**src/rtl/led_pulse_stretcher.sv**
```systemverilog
// Stretches single-cycle events on i_Event into visible LED blinks, each
// followed by a forced dark gap; events arriving mid-blink are queued.
//
// state | meaning
// ------+-------------------------------------------------------------
// IDLE  | LED dark, nothing pending, timer held at 0
// ON    | LED lit, timer counts 0..ON_TIME-1
// GAP   | LED forced dark, timer counts 0..OFF_TIME-1, then ON or IDLE
module led_pulse_stretcher #(
  parameter int COUNTER_WIDTH = 16,
  parameter int ON_TIME       = 50000,
  parameter int OFF_TIME      = 50000,
  parameter int PENDING_WIDTH = 3
) (
  input  logic clk,
  input  logic rst_n,
  input  logic i_Event,
  output logic o_LED,
  output logic o_Busy,
  output logic o_Overflow
);

  typedef enum logic [1:0] {
    ST_IDLE = 2'd0,
    ST_ON   = 2'd1,
    ST_GAP  = 2'd2
  } state_t;

  localparam logic [COUNTER_WIDTH-1:0] ON_LAST  = COUNTER_WIDTH'(ON_TIME - 1);
  localparam logic [COUNTER_WIDTH-1:0] OFF_LAST = COUNTER_WIDTH'(OFF_TIME - 1);
  localparam logic [PENDING_WIDTH-1:0] PEND_MAX = {PENDING_WIDTH{1'b1}};

  state_t                   state, state_nxt;
  logic [COUNTER_WIDTH-1:0] timer, timer_nxt;
  logic [PENDING_WIDTH-1:0] pending, pending_nxt;
  logic                     prev;
  logic                     event_edge;
  logic                     go_on;
  logic                     ovf_nxt;

  assign event_edge = i_Event && !prev;

  always_ff @(posedge clk or negedge rst_n) begin
    if (!rst_n) begin
      state      <= ST_IDLE;
      timer      <= '0;
      pending    <= '0;
      prev       <= 1'b0;
      o_LED      <= 1'b0;
      o_Busy     <= 1'b0;
      o_Overflow <= 1'b0;
    end else begin
      state      <= state_nxt;
      timer      <= timer_nxt;
      pending    <= pending_nxt;
      prev       <= i_Event;
      o_LED      <= (state_nxt == ST_ON);
      o_Busy     <= (state_nxt != ST_IDLE) || (pending_nxt != '0);
      o_Overflow <= ovf_nxt;
    end
  end

  always_comb begin
    state_nxt   = state;
    timer_nxt   = timer + 1'b1;
    pending_nxt = pending;
    ovf_nxt     = 1'b0;
    go_on       = 1'b0;

    case (state)
      ST_IDLE: begin
        timer_nxt = '0;
        if (event_edge || (pending != '0)) begin
          state_nxt = ST_ON;
          go_on     = 1'b1;
        end
      end
      ST_ON: begin
        if (timer == ON_LAST) begin
          state_nxt = ST_GAP;
          timer_nxt = '0;
        end
      end
      ST_GAP: begin
        if (timer == OFF_LAST) begin
          timer_nxt = '0;
          if (event_edge || (pending != '0)) begin
            state_nxt = ST_ON;
            go_on     = 1'b1;
          end else begin
            state_nxt = ST_IDLE;
          end
        end
      end
      default: begin
        state_nxt = ST_IDLE;
        timer_nxt = '0;
      end
    endcase

    // A fresh edge is always preferred over the queue when starting a blink,
    // so entering ON without an edge implies pending is non-zero.
    if (go_on) begin
      if (!event_edge) pending_nxt = pending - 1'b1;
    end else if (event_edge) begin
      if (pending != PEND_MAX) pending_nxt = pending + 1'b1;
      else                     ovf_nxt     = 1'b1;
    end
  end

endmodule

```
**config.mk**
```make
export PLATFORM = sky130hd
export DESIGN_NAME = led_pulse_stretcher
export DESIGN_NICKNAME = d
export VERILOG_FILES = /design/src/rtl/led_pulse_stretcher.sv
export SDC_FILE = /design/constraint.sdc
export NUM_CORES = 1
export LEC_CHECK = 0
export BUFFER_PORTS_ARGS = -buffer_cell sky130_fd_sc_hd__buf_2
export CORE_UTILIZATION = 58
export DETAILED_ROUTE_END_ITERATION = 10
export GPL_TIMING_DRIVEN = 0
export PLACE_DENSITY = 0.87
export SYNTH_ARGS = -nofsm -noshare
export SYNTH_HDL_FRONTEND = slang
export SYNTH_SLANG_ARGS = --single-unit
export TNS_END_PERCENT = 10
```
**constraint.sdc**
```tcl
create_clock -name clk -period 6.3 [get_ports clk]
set_input_delay 0.315 -clock clk [delete_from_list [all_inputs] [get_ports clk]]
set_output_delay 0.315 -clock clk [all_outputs]
set_load 0.02 [all_outputs]
```
; Word-level counts from Yosys, hierarchy flattened
; Cells that the tools add are included.
; Widths: inputs -> output; s select.
[totals]
reg_bits = 25
in_bits = 3
wordCells = 41
[op_classes]
n_addsub = 3
eq_ne = 5
n_mux = 17
n_reduce_logical = 9
[op_table]
columns = cell, count
row1 = $mux 16, 2
row2 = $add 16x1->16 const B, 1
row3 = $eq 16x16->1 const B, 1
row4 = $mux 3, 4
row5 = $mux 1, 6
row6 = $mux 2, 3
row7 = $pmux 2 s3, 1
row8 = $reduce_bool 3->1, 2
row9 = $eq 2x1->1 const B, 2
row10 = $add 3x1->3 const B, 1
row11 = $ne 3x3->1 const B, 1
row12 = $sub 3x1->3 const B, 1
row13 = $eq 2x2->1 const B, 1
row14 = $logic_not 2->1, 1
row15 = $logic_or 1x1->1, 2
row16 = $pmux 1 s2, 1
row17 = $reduce_bool 2->1, 1
row18 = $reduce_or 2->1, 1
row19 = $logic_and 1x1->1, 1
row20 = $logic_not 1->1, 1

; Logic depth before layout (Yosys ltp)
[logic_depth]
depth_word = 9
ltp_mapped = 8
depth_no_buf = 8

; Least setup slack after synthesis
; No wires, ideal clock.
[synth_timing]
path_type = register -> register
startpoint = register timer[11]
endpoint = register o_Busy
setup_ps = 139
arrival_ps = 2270
t_required_ps = 6161
setup_slack_ps = 3891
path_stages_with_launch = 7
path_buffers = 0
path_cell_list = dfrtp_1 or4b_4 nor4_4 nor2_1 a21o_1 a221o_1 or4b_1
[synth_via]
elab_chain_len = 6
word_cells_on_any_way = 10
cone_classes = 1 x eq/ne / 6 x mux / 3 x reduce/logical
[synth_lines]
columns = item, line_no
row1 = from (decl), 34  ; logic [COUNTER_WIDTH-1:0] timer, timer_nxt;
row2 = from (signal assigned), 54  ; timer <= timer_nxt;
row3 = $eq 16x16->1, 85  ; if (timer == OFF_LAST) begin
row4 = $mux 1, 85
row5 = $pmux 1 s2, 70  ; case (state)
row6 = $mux 3, 103  ; if (go_on) begin
row7 = named net pending_nxt[2], 35  ; logic [PENDING_WIDTH-1:0] pending, pending_nxt;
row8 = $reduce_bool 3->1, 58  ; o_Busy <= (state_nxt != ST_IDLE) || (pending_nxt != '0);
row9 = $logic_or 1x1->1, 58
row10 = to (signal assigned), 58
row11 = to (decl), 19  ; output logic o_Busy,
; The timed path passes the listed nets, and every way through them passes these cells.

; Final worst setup path
[layout_timing]
startpoint = register timer[0]
endpoint = register o_Busy
; Same word-level chain as after synthesis.

==> results by group <==
Status
  • Status: finished, final reports clean

Global route
  • Pin count of the biggest net entering global routing: 26
  • Overflow after GRT: 0
  • Initial antenna violation count: 0
  • Gr usage total: 0.237
  • Vias in the first global route: 1,039
  • Global-route wire length before repair: ~4.6 mm

Die
  • Initial Util: 0.620
  • # rows: 17
  • Die ar.: around 2600 sq um
  • Die H: roughly 50 microns
  • I/O pins: 6
  • Die Span X: 50.8 microns
  • Area of the core: about 2200 sq um

Clock network
  • Post-CTS setup buffer count: 0
  • Root Driver: clkbuf_4
  • H-tree levels: 1
  • Count of hold-fix buffers inserted at cts: 1
  • Post-CTS sizing: 0
  • CTS buffer count: 3
  • Clock slew at reported path FFs: ~140 ps
  • Sink Count: 25
  • CTS Buffer Depth: 2
  • Worst-Skew Late Latency: roughly 320 ps
  • CTS tree: yes

Timing
  • Worst setup margin: approximately 3600 ps
  • Setup TNS Final: 0 ps
  • Final Slew Violations: 0
  • Max Clk Rate: between 0.3 and 0.4 GHz
  • Clk_skew: between 8 and 9 ps
  • RSZ-0062 raised after global routing: no
  • Slew @ Worst Pin: ~540 ps
  • Final critical-path required period: 2680 ps
  • Final setup viols: 0
  • Final Hold Fails: 0
  • Slew HR: 0.637
  • Fin crit share: 0.425

Setup path
  • Flop2flop setup slack: between 3000 and 4000 ps
  • RR Startpoint: timer[0]
  • CP peak stage delay: approximately 510 ps
  • CP Launch Type: flip-flop
  • CP Data Arrival Time: 2870 ps
  • WP data required: approximately 6500 ps
  • Crit. End Element: flip-flop
  • R2r worst-path depth: 8
  • Critical path, cell by cell: ha_1 > and3_1 > clkbuf_1 > nand4_1 > o21ai_0 > mux2i_1 > xnor2_1 > or4b_1
  • Worst R2R End: o_Busy
  • CP max stage cell: or4b_1
  • Crit Path Max Fanout: 5
  • Crit-path leading delay family: simple AND/OR/NAND/NOR gates
  • CP bufs+invs: 1
  • Kind of critical path: flip-flop to flip-flop

Pwr
  • Maximum vdd drop: roughly 150 uV
  • Total power: just under 0.3 mW
  • P_leak: ~0.65 nW
  • Pwr Density: about 200 nW/um^2

Route
  • Vias: approximately 1,100
  • DRC viols: 0
  • Drt first pass iters: 4
  • Iter 0 DRT Violations: 15
  • Antenna Nets Post-Route: 0
  • Final wirelength: around 2.5 mm
  • Avg Vias per Cell: 5.95
  • DR WL/cell: 14.0 microns

Layout
  • Most frequent cells in the layout: dfrtp_1, nor2_1, ha_1
  • Area grow syn2layout: 7.05%
  • Fraction of layout cells with a size suffix above 1: 0.101
  • Commonest non-fill, non-tap cell in the layout: dfrtp_1
  • Ant diodes: 0
  • NumNets Final: roughly 160
  • Layout filler cell count: 169
  • Final core occ: 0.663

Placed design
  • Pre-CTS setup slack: 3630 ps
  • Port Buffer Count: 5
  • Placer Congestion: between 0.8 and 0.9
  • Hpwl dp: 1.86 mm

Synthesis
  • Synthesized cell area: 1380 sq um
  • YS warnings: 0
  • Sequential area share after synthesis: 0.452
  • Synth top area cells: dfrtp_1, ha_1, nor2_1
  • Net count after synthesis: 150
  • Yosys top cell by area: dfrtp_1
  • Top-area cell type share of the netlist area: 0.452
  • Cells after synthesis: around 140
  • Synthesis-stage register bit count: 25
  • Synth unique cells: 39
  • Avg Cell Area, Syn: between 9 and 10 sq um

Hold path
  • Hold Path Origin: i_Event
  • Hold Path Depth: 1
  • Hold endpoint: prev
  • Min-delay worst type: primary input to flip-flop

Job
  • Max-cap violations: 0
[flip-flops by register name, indices dropped and copies added (netlist names)]
register / flops
pending: 3
o_LED: 1
timer: 16
state: 2
o_Overflow: 1
o_Busy: 1
prev: 1
[where the power goes]
part / internal, mW / switching [mW]
Clock: 0.0237 / 0.0467
Combinational: 0.0182 / 0.0275
Sequential: 0.168 / 0.00596
Total: 0.210 / 0.0801
[cell families (layout without fill, tap and decap cells)]
family,Yosys count,in the layout,share of synthesized area
multiplexers,1,1,0.00723
flip-flops,25,25,0.452
AND/OR/NAND/NOR,61,61,0.265
adder cells (fa/ha/maj),8,8,0.0723
XOR/XNOR,12,12,0.0759
buffers and inverters,9,19,0.0244
AO/OA/AOI/OAI,23,23,0.103
[cell type report]
cell class | instances | area [sq um] | share of cell area
plain buffers | 2 | 7.51 | 0.00507
inverters | 7 | 26.3 | 0.0177
clock buffers | 3 | 22.5 | 0.0152
repair buffers | 6 | 35.0 | 0.0236
clock inverters | 1 | 5.00 | 0.00338
flip-flops and latches | 25 | 626 | 0.422
well taps | 28 | 35.0 | 0.0236
multi-input cells | 105 | 724 | 0.489
[Yosys cell counts, drive strengths merged]
master   number
dfrtp        25
nor2         19
ha            8
inv           7
nand2         7
nand3         7
o21ai         7
xor2          7
a21oi         6
xnor2         5
nand4         4
or4b          4
or3           3
a21o          2
and2          2
and3          2
and4          2
clkbuf        2
nor4          2
o211ai        2
a21boi        1
a221o         1
a221oi        1
a31oi         1
and2b         1
and3b         1
and4bb        1
mux2i         1
nand2b        1
nand4b        1
nor2b         1
nor3          1
nor4b         1
nor4bb        1
o2111ai       1
o22ai         1
[how the worst max path moves through the flow]
stage,slack [ps],cells past startpoint,from,to
finish,3620,8,timer[0],o_Busy
global route,3380,8,timer[0],o_Busy
detailed placement,3630,8,timer[0],o_Busy
floorplan,3890,6,timer[11],o_Busy
CTS,3620,8,timer[0],o_Busy
global placement,3750,8,timer[0],o_Busy
[metrics by stage]
stage | std cells | hold WS (ps) | area [sq um]
2_1_floorplan | 139 | 19.4 | 1380
3_3_place_gp | 172 | 323 | 1440
3_5_place_dp | 172 | 336 | 1440
4_1_cts | 177 | 121 | 1480
5_1_grt | 177 | 113 | 1480
6_report | 177 | 123 | 1480
[worst register-to-register path: cells and delay by family (launching register included)]
kind / cells / cell delay [ps]
compound gates: 1 / 430
fa+ha+maj: 1 / 220
xor+xnor: 1 / 120
mux: 1 / 270
buf+inv: 1 / 230
flops: 1 / 390
simple gates: 3 / 910
[metal layers]
| metal | vias to the layer above | track usage | routed length [microns] | share of wire |
|---|---|---|---|---|
| met5 | - | 0 | 0 | 0 |
| met2 | 20 | 0.427 | 1310 | 0.53 |
| met3 | 4 | 0.0268 | 66 | 0.027 |
| li1 | 517 | - | - | - |
| met4 | 0 | 0.0833 | 29 | 0.012 |
| met1 | 512 | 0.293 | 1070 | 0.43 |
No activity file was read; power rests on OpenSTA's default activity.
